[src/rtl/btn_pkg.sv]
// ============================================================================
//  btn_pkg
//  Shared defaults and the per-channel debounce state encoding.
//  Rev 1.0
// ============================================================================
`default_nettype none

package btn_pkg;

   localparam int DEFAULT_STABLE_CYCLES = 4;
   localparam int DEFAULT_N_BTN         = 2;

   // Encoding is {btn_level, counter_nonzero}
   typedef enum logic [1:0] {
      IDLE       = 2'b00,
      PRESS_PEND = 2'b01,
      HELD       = 2'b10,
      REL_PEND   = 2'b11
   } chan_state_t;

endpackage : btn_pkg

`default_nettype wire

[src/rtl/debounce_channel.sv]
// ============================================================================
//  debounce_channel
//  One button: 2-flop synchroniser, stability counter, press/release pulses.
//  Rev 1.0
// ============================================================================
`default_nettype none

module debounce_channel
   import btn_pkg::*;
#(
   parameter int STABLE_CYCLES = DEFAULT_STABLE_CYCLES
) (
   input  logic clk,
   input  logic rst_n,
   input  logic btn_raw,
   output logic btn_level,
   output logic press_pulse,
   output logic release_pulse,
   output logic press_next
);

   localparam int             CNT_W    = $clog2(STABLE_CYCLES + 1);
   localparam logic [CNT_W-1:0] CNT_LAST = CNT_W'(STABLE_CYCLES - 1);

   logic             s1_q, s2_q;
   logic             level_q, level_d;
   logic             press_q, press_d;
   logic             release_q, release_d;
   logic [CNT_W-1:0] cnt_q, cnt_d;
   chan_state_t      state;

   assign state = chan_state_t'({level_q, (cnt_q != '0)});

   // Any sample equal to the current level restarts qualification from zero.
   always_comb begin
      level_d   = level_q;
      cnt_d     = '0;
      press_d   = 1'b0;
      release_d = 1'b0;
      case (state)
         IDLE, PRESS_PEND: begin
            if (s2_q) begin
               if (cnt_q == CNT_LAST) begin
                  level_d = 1'b1;
                  press_d = 1'b1;
               end else begin
                  cnt_d = cnt_q + CNT_W'(1);
               end
            end
         end
         HELD, REL_PEND: begin
            if (!s2_q) begin
               if (cnt_q == CNT_LAST) begin
                  level_d   = 1'b0;
                  release_d = 1'b1;
               end else begin
                  cnt_d = cnt_q + CNT_W'(1);
               end
            end
         end
         default: ;
      endcase
   end

   always_ff @(posedge clk or negedge rst_n) begin
      if (!rst_n) begin
         s1_q      <= 1'b0;
         s2_q      <= 1'b0;
         cnt_q     <= '0;
         level_q   <= 1'b0;
         press_q   <= 1'b0;
         release_q <= 1'b0;
      end else begin
         s1_q      <= btn_raw;
         s2_q      <= s1_q;
         cnt_q     <= cnt_d;
         level_q   <= level_d;
         press_q   <= press_d;
         release_q <= release_d;
      end
   end

   assign btn_level     = level_q;
   assign press_pulse   = press_q;
   assign release_pulse = release_q;
   assign press_next    = press_d;

endmodule : debounce_channel

`default_nettype wire

[src/rtl/button_debounce_pulse.sv]
// ============================================================================
//  button_debounce_pulse
//  N_BTN debounced buttons with press/release pulses and a merged press event.
//  Rev 1.0
// ============================================================================
`default_nettype none

module button_debounce_pulse
   import btn_pkg::*;
#(
   parameter int N_BTN         = DEFAULT_N_BTN,
   parameter int STABLE_CYCLES = DEFAULT_STABLE_CYCLES
) (
   input  logic             clk,
   input  logic             rst_n,
   input  logic [N_BTN-1:0] btn_raw,
   output logic [N_BTN-1:0] btn_level,
   output logic [N_BTN-1:0] press_pulse,
   output logic [N_BTN-1:0] release_pulse,
   output logic             any_press
);

   logic [N_BTN-1:0] press_next;
   logic             any_press_q, any_press_d;

   generate
      for (genvar g = 0; g < N_BTN; g++) begin : g_chan
         debounce_channel #(
            .STABLE_CYCLES (STABLE_CYCLES)
         ) u_chan (
            .clk           (clk),
            .rst_n         (rst_n),
            .btn_raw       (btn_raw[g]),
            .btn_level     (btn_level[g]),
            .press_pulse   (press_pulse[g]),
            .release_pulse (release_pulse[g]),
            .press_next    (press_next[g])
         );
      end
   endgenerate

   // OR the next-cycle terms so any_press lines up with press_pulse.
   assign any_press_d = |press_next;

   always_ff @(posedge clk or negedge rst_n) begin
      if (!rst_n) begin
         any_press_q <= 1'b0;
      end else begin
         any_press_q <= any_press_d;
      end
   end

   assign any_press = any_press_q;

endmodule : button_debounce_pulse

`default_nettype wire
[config.mk]
export PLATFORM = sky130hd
export DESIGN_NAME = button_debounce_pulse
export DESIGN_NICKNAME = d
export VERILOG_FILES = /design/src/rtl/btn_pkg.sv /design/src/rtl/debounce_channel.sv /design/src/rtl/button_debounce_pulse.sv
export SDC_FILE = /design/constraint.sdc
export NUM_CORES = 1
export LEC_CHECK = 0
export ABC_AREA = 0
export CORE_MARGIN = 2
export CORE_UTILIZATION = 49
export CTS_CLUSTER_SIZE = 14
export DETAILED_ROUTE_END_ITERATION = 12
export HOLD_SLACK_MARGIN = 0.1
export PLACE_DENSITY_LB_ADDON = 0.05
export SLEW_MARGIN = 25
export SYNTH_ARGS = -nofsm -noshare
export SYNTH_HDL_FRONTEND = slang
export SYNTH_SLANG_ARGS = --single-unit
[constraint.sdc]
create_clock -name clk -period 1.6 [get_ports clk]
set_clock_uncertainty 0.1 [all_clocks]
set_input_delay 0.16 -clock clk [delete_from_list [all_inputs] [get_ports clk]]
set_output_delay 0.16 -clock clk [all_outputs]
set_load 0.02 [all_outputs]
=== Word-level counts from Yosys, hierarchy flattened ===
Cells that the tools add are included.

* Register bits after elaboration: 17
* Output and inout bits: 7

* $add $sub $neg: 2
* Equal/unequal tests: 16
* Mux-type cells: 28
* Reductions and logical operators: 11

{| class="wikitable"
|+ Operators with widths
! kind !! count
|-
| 1-bit 2-to-1 mux || 18
|-
| 3-bit 2-to-1 mux || 6
|-
| 2-bit by 1-bit != test with 1-bit output (second input constant) || 6
|-
| 3-bit case mux with 2 select lines || 2
|-
| 2-bit OR reduction || 5
|-
| 2-bit == test (second input constant) || 4
|-
| 4-bit AND reduction || 2
|-
| 3-bit by 1-bit adder with 3-bit output (second input constant) || 2
|-
| 3-bit by 2-bit == test with 1-bit output (second input constant) || 2
|-
| 3-bit nonzero test || 2
|-
| 2-bit by 1-bit == test with 1-bit output (second input constant) || 2
|-
| 2-bit zero test || 2
|-
| 2-bit != test (second input constant) || 2
|-
| 1-bit case mux with 2 select lines || 2
|}

=== Depth between registers and ports, before layout ===
* Word-level depth: 5
* Depth in mapped cells: 3
* Depth with buffers taken out: 3

=== By module ===
From an unflattened synthesis, not the netlist that was laid out.

* Cell total of the unflattened synthesis: 42
* Area, all modules: 641.9 sq um

{| class="wikitable"
|+ By module, submodules not included
! module !! instances !! cells each !! area an instance (sq um)
|-
| debounce_channel || 2 || 20 || 305.3
|-
| button_debounce_pulse || 1 || 2 || 31.3
|}

=== Least setup slack after synthesis ===
Ideal clock, no wire load.

* Kind: register to register
* From: register g_chan[0].u_chan.cnt_q[0]
* To: register g_chan[0].u_chan.level_q
* Arrival time: 1.029 ns
* Required time: 1.375 ns
* Path slack: 0.346 ns
* Stages on the path, launching flop included: 4
* Path through: dfrtp_1 -> ha_1 -> nor2b_2 -> mux2_4

* Word-level cells in the longest chain between the ends: 5

{| class="wikitable"
|+ Ends and longest elaborated chain
! element !! line !! text
|-
| start: declaration || debounce_channel.sv:29 || <nowiki>logic [CNT_W-1:0] cnt_q, cnt_d;</nowiki>
|-
| start signal: assignment || debounce_channel.sv:76 || <nowiki>cnt_q <= cnt_d;</nowiki>
|-
| 3-bit nonzero test || debounce_channel.sv:32 || <nowiki>assign state = chan_state_t'({level_q, (cnt_q != '0)});</nowiki>
|-
| 2-bit == test, or another cell as far along || debounce_channel.sv:40 || <nowiki>case (state)</nowiki>
|-
| 2-bit OR reduction || debounce_channel.sv:40 ||
|-
| 2-bit != test (no source line) or 2-bit by 1-bit != test with 1-bit output (tied branches) || -- ||
|-
| 4-bit AND reduction (no source line) || -- ||
|-
| end signal: assignment || debounce_channel.sv:77 || <nowiki>level_q <= level_d;</nowiki>
|-
| end: declaration || debounce_channel.sv:26 || <nowiki>logic level_q, level_d;</nowiki>
|}

Parallel ways exist; a longest one is shown, timed or not.
A chain may end at the register's enable or synchronous reset.

=== Worst setup path after layout ===
* From: register g_chan[0].u_chan.press_q
* To: output press_pulse[0]

{| class="wikitable"
|+ RTL lines
! element !! line !! text
|-
| start: declaration || debounce_channel.sv:27 || <nowiki>logic press_q, press_d;</nowiki>
|-
| start signal: assignment || debounce_channel.sv:78 || <nowiki>press_q <= press_d;</nowiki>
|-
| end: declaration || button_debounce_pulse.sv:18 || <nowiki>output logic [N_BTN-1:0] press_pulse,</nowiki>
|}

No word-level cell between the ends.

==> Implementation_results.wiki <==
{| class="wikitable"
! Metric !! Value
|-
| Cell area after synthesis || 692 um^2
|-
| Footprint of the multi-input gates || 206 um^2
|-
| # clock sinks || 17
|-
| Avg Vias per Cell || 4.73
|-
| Die outline width || 41.6 um
|-
| Detailed-route DRC error count || 0
|-
| Final Worst Setup Slack || 0.132 ns
|-
| All-Layer GR Usage || 0.125
|-
| Final routed wirelength across all metal layers || 884 um
|-
| Warning count from the yosys run || 0
|-
| Area growth syn-to-layout || 16.6%
|-
| Vias in the first global route || 368
|-
| Flip-flop and latch count after synthesis || 17
|-
| Sequential area share after synthesis || 0.615
|-
| Drt pass-1 iters || 3
|-
| Setup bufs post-CTS || 0
|-
| Largest driver fanout on the critical path || 1
|-
| Total setup violations reported at the end of the flow || 0
|-
| Yosys top cell area share || 0.615
|-
| Ratio of cells with drive above 1 in the final layout || 0.136
|-
| Top-level I/O count || 11
|-
| Cell depth of the worst min-delay path || 1
|-
| Required time of the critical path || 1.34 ns
|-
| Slew headroom || 0.795
|-
| Nature of the critical path endpoint || output port
|-
| Number of antenna repair diodes || 0
|-
| Starting DRC count in detailed routing || 4
|-
| Post-layout util || 0.613
|-
| Path type of the worst setup path || flip-flop to output port
|-
| Die ar. || 1730 um^2
|-
| Count of buffers inserted at the top-level ports || 10
|-
| Antenna violations before repair || 0
|-
| Maximum number of pins on one net before global-route repair || 18
|-
| First-pass GRT wire length || 1.57 mm
|-
| Crit path time final || 1.47 ns
|-
| Class of the tightest hold or removal check || primary input to flip-flop
|-
| Root cell of the clock tree || sky130_fd_sc_hd__clkbuf_4
|-
| Setup TNS || 0 ns
|-
| Maxcap violations || 0
|-
| Maximum number of buffers from clock root to sink || 2
|-
| Initial cell density of the core || 0.525
|-
| Number of buffers and inverters on the critical path || 1
|-
| Ranking of synthesized cells by area || sky130_fd_sc_hd__dfrtp_1, sky130_fd_sc_hd__ha_1, sky130_fd_sc_hd__buf_4
|-
| Core Rows || 13
|-
| Placer congestion estimate || 0.615
|-
| Register area || 425 um^2
|-
| Cell breakdown of the critical path || clkdlybuf4s50_1
|-
| Max Clk Rate || 681 MHz
|-
| Crit path depth || 1
|-
| Dominant cell type by area after synthesis || sky130_fd_sc_hd__dfrtp_1
|-
| Remaining antenna violation count after routing || 0
|-
| Largest vdd supply drop || 0.789 mV
|-
| Portion of the clock cycle consumed by the worst path in the final layout || 0.918
|-
| Kind of start point of the critical path || flip-flop
|-
| Syn avg cell area || 14.1 um^2
|-
| Lkg Pwr || 0.383 nW
|-
| Dpl ws || 0.303 ns
|-
| Kind of cell adding the most delay to the critical path || buffers and inverters
|-
| Post-synthesis instance total || 49
|-
| Setup repair after global routing missed its margin || no
|-
| Layout filler cell count || 104
|-
| Routed wire per std cell || 11.9 um
|-
| Worst hold slack || 0.217 ns
|-
| Cell at the slowest stage of the critical path || sky130_fd_sc_hd__clkdlybuf4s50_1
|-
| Post-layout nets || 68
|-
| Worst skew pair latency || 0.28 ns
|-
| Total number of H-tree levels || 1
|-
| Count of different cell masters after synthesis || 17
|-
| TritonCTS clock tree || yes
|-
| Number of vias after detailed routing || 350
|-
| Core region area || 1320 um^2
|-
| TritonCTS Buffers || 3
|-
| Total power of the final layout || 1.13 mW
|-
| R2R cell count || 3
|-
| Data arrival time at the worst-slack endpoint || 1.21 ns
|-
| Result of the run || finished, final reports clean
|-
| Syn Nets || 57
|-
| Largest stage delay on the critical path || 0.60 ns
|-
| Total power per unit cell area || 1390 nW/um^2
|-
| Total global routing overflow || 0
|-
| Register clock-pin slew on the reported worst setup and hold paths || 0.08 ns
|-
| Die outline height || 41.6 um
|-
| Final hold violations || 0
|-
| Max-slew violation count || 0
|-
| Transition at the pin with the smallest max-transition slack || 0.306 ns
|}
-- placed cells by master, fill, tap and decap left out --
cell type	count
sky130_fd_sc_hd__and3b_1	1
sky130_fd_sc_hd__and4bb_1	1
sky130_fd_sc_hd__buf_4	1
sky130_fd_sc_hd__clkbuf_1	1
sky130_fd_sc_hd__clkbuf_4	3
sky130_fd_sc_hd__clkdlybuf4s50_1	8
sky130_fd_sc_hd__dfrtp_1	17
sky130_fd_sc_hd__dlygate4sd2_1	2
sky130_fd_sc_hd__dlygate4sd3_1	1
sky130_fd_sc_hd__ha_1	4
sky130_fd_sc_hd__inv_1	4
sky130_fd_sc_hd__mux2_1	1
sky130_fd_sc_hd__mux2_4	1
sky130_fd_sc_hd__nand2b_1	1
sky130_fd_sc_hd__nand2b_4	1
sky130_fd_sc_hd__nor2_1	2
sky130_fd_sc_hd__nor2b_1	2
sky130_fd_sc_hd__nor2b_2	1
sky130_fd_sc_hd__nor3b_1	3
sky130_fd_sc_hd__nor3b_2	1
sky130_fd_sc_hd__o21bai_1	1
sky130_fd_sc_hd__xnor2_1	2
-- cells by family after synthesis --
kind of cell	share of synthesized area
DFF	0.615
and+or+nand+nor	0.152
muxes	0.0380
AOI/OAI and AO/OA	0.0109
xor gates and xnor gates	0.0253
adders and majority gates	0.0723
buffers and inverters	0.0868
-- layout make-up --
| type | count | area share |
|---|---|---|
| timing repair buffer | 12 | 0.143 |
| inverter | 4 | 0.0186 |
| multi-input combinational | 22 | 0.256 |
| clock buffer | 4 | 0.0326 |
| tap | 15 | 0.0233 |
| sequential | 17 | 0.527 |
-- layer usage --
metal | GRT usage | share of wire | wire (um) | vias up
met5 | 0 | 0 | 0 | -
met4 | 0.0774 | 0.021 | 19 | 0
met3 | 0.0261 | 0.050 | 44 | 2
met2 | 0.209 | 0.50 | 444 | 13
met1 | 0.145 | 0.43 | 376 | 165
li1 | - | - | - | 170
-- report_power, final --
group          leakage, nW  internal [mW]  total, mW  switching [mW]
sequential           0.219          0.512      0.581          0.0688
combinational        0.149          0.166      0.331           0.164
clock               0.0150         0.0968      0.213           0.117
-- Yosys cell counts, drive strengths merged --
master  count
inv         4
nor2b       3
o21bai      1
nand2b      2
buf         6
mux2        2
dfrtp      17
nor3b       4
and3b       1
nor2        2
ha          4
and4bb      1
xnor2       2
-- repair_timing --
item / in CTS / in global routing
resized for setup: 2 / 0
hold buffers: 1 / 0
endpoints found under the setup margin: 2 / 0
endpoints found under the hold margin: 17 / 0
-- flip-flops by register name, summed over array words and instances (netlist names) --
name                         count
g_chan.u_chan.s1_q               2
g_chan.u_chan.release_pulse      2
g_chan.u_chan.btn_level          2
g_chan.u_chan.press_pulse        2
any_press                        1
g_chan.u_chan.s2_q               2
g_chan.u_chan.cnt_q              6
-- path summary, 6_finish.rpt --
| kind | start | endpoint | slack (ns) |
|---|---|---|---|
| max in group asynchronous | rst_n | g_chan[0].u_chan.btn_level | 0.57 |
| min in group asynchronous | rst_n | g_chan[0].u_chan.press_pulse | 0.65 |
| max reg2reg | g_chan[0].u_chan.cnt_q[0] | g_chan[0].u_chan.btn_level | 0.29 |
| min | btn_raw[0] | g_chan[0].u_chan.s1_q | 0.22 |
| max | g_chan[0].u_chan.press_pulse | press_pulse[0] | 0.13 |
| min reg2reg | g_chan[0].u_chan.s1_q | g_chan[0].u_chan.s2_q | 0.25 |
-- per-stage QoR --
stage,instance area (um^2),cells
finish,807,74
global route,807,74
CTS,807,74
detailed placement,773,69
global placement,773,69
floorplan,692,49
Note: power is estimated with default switching activity, not from simulation.
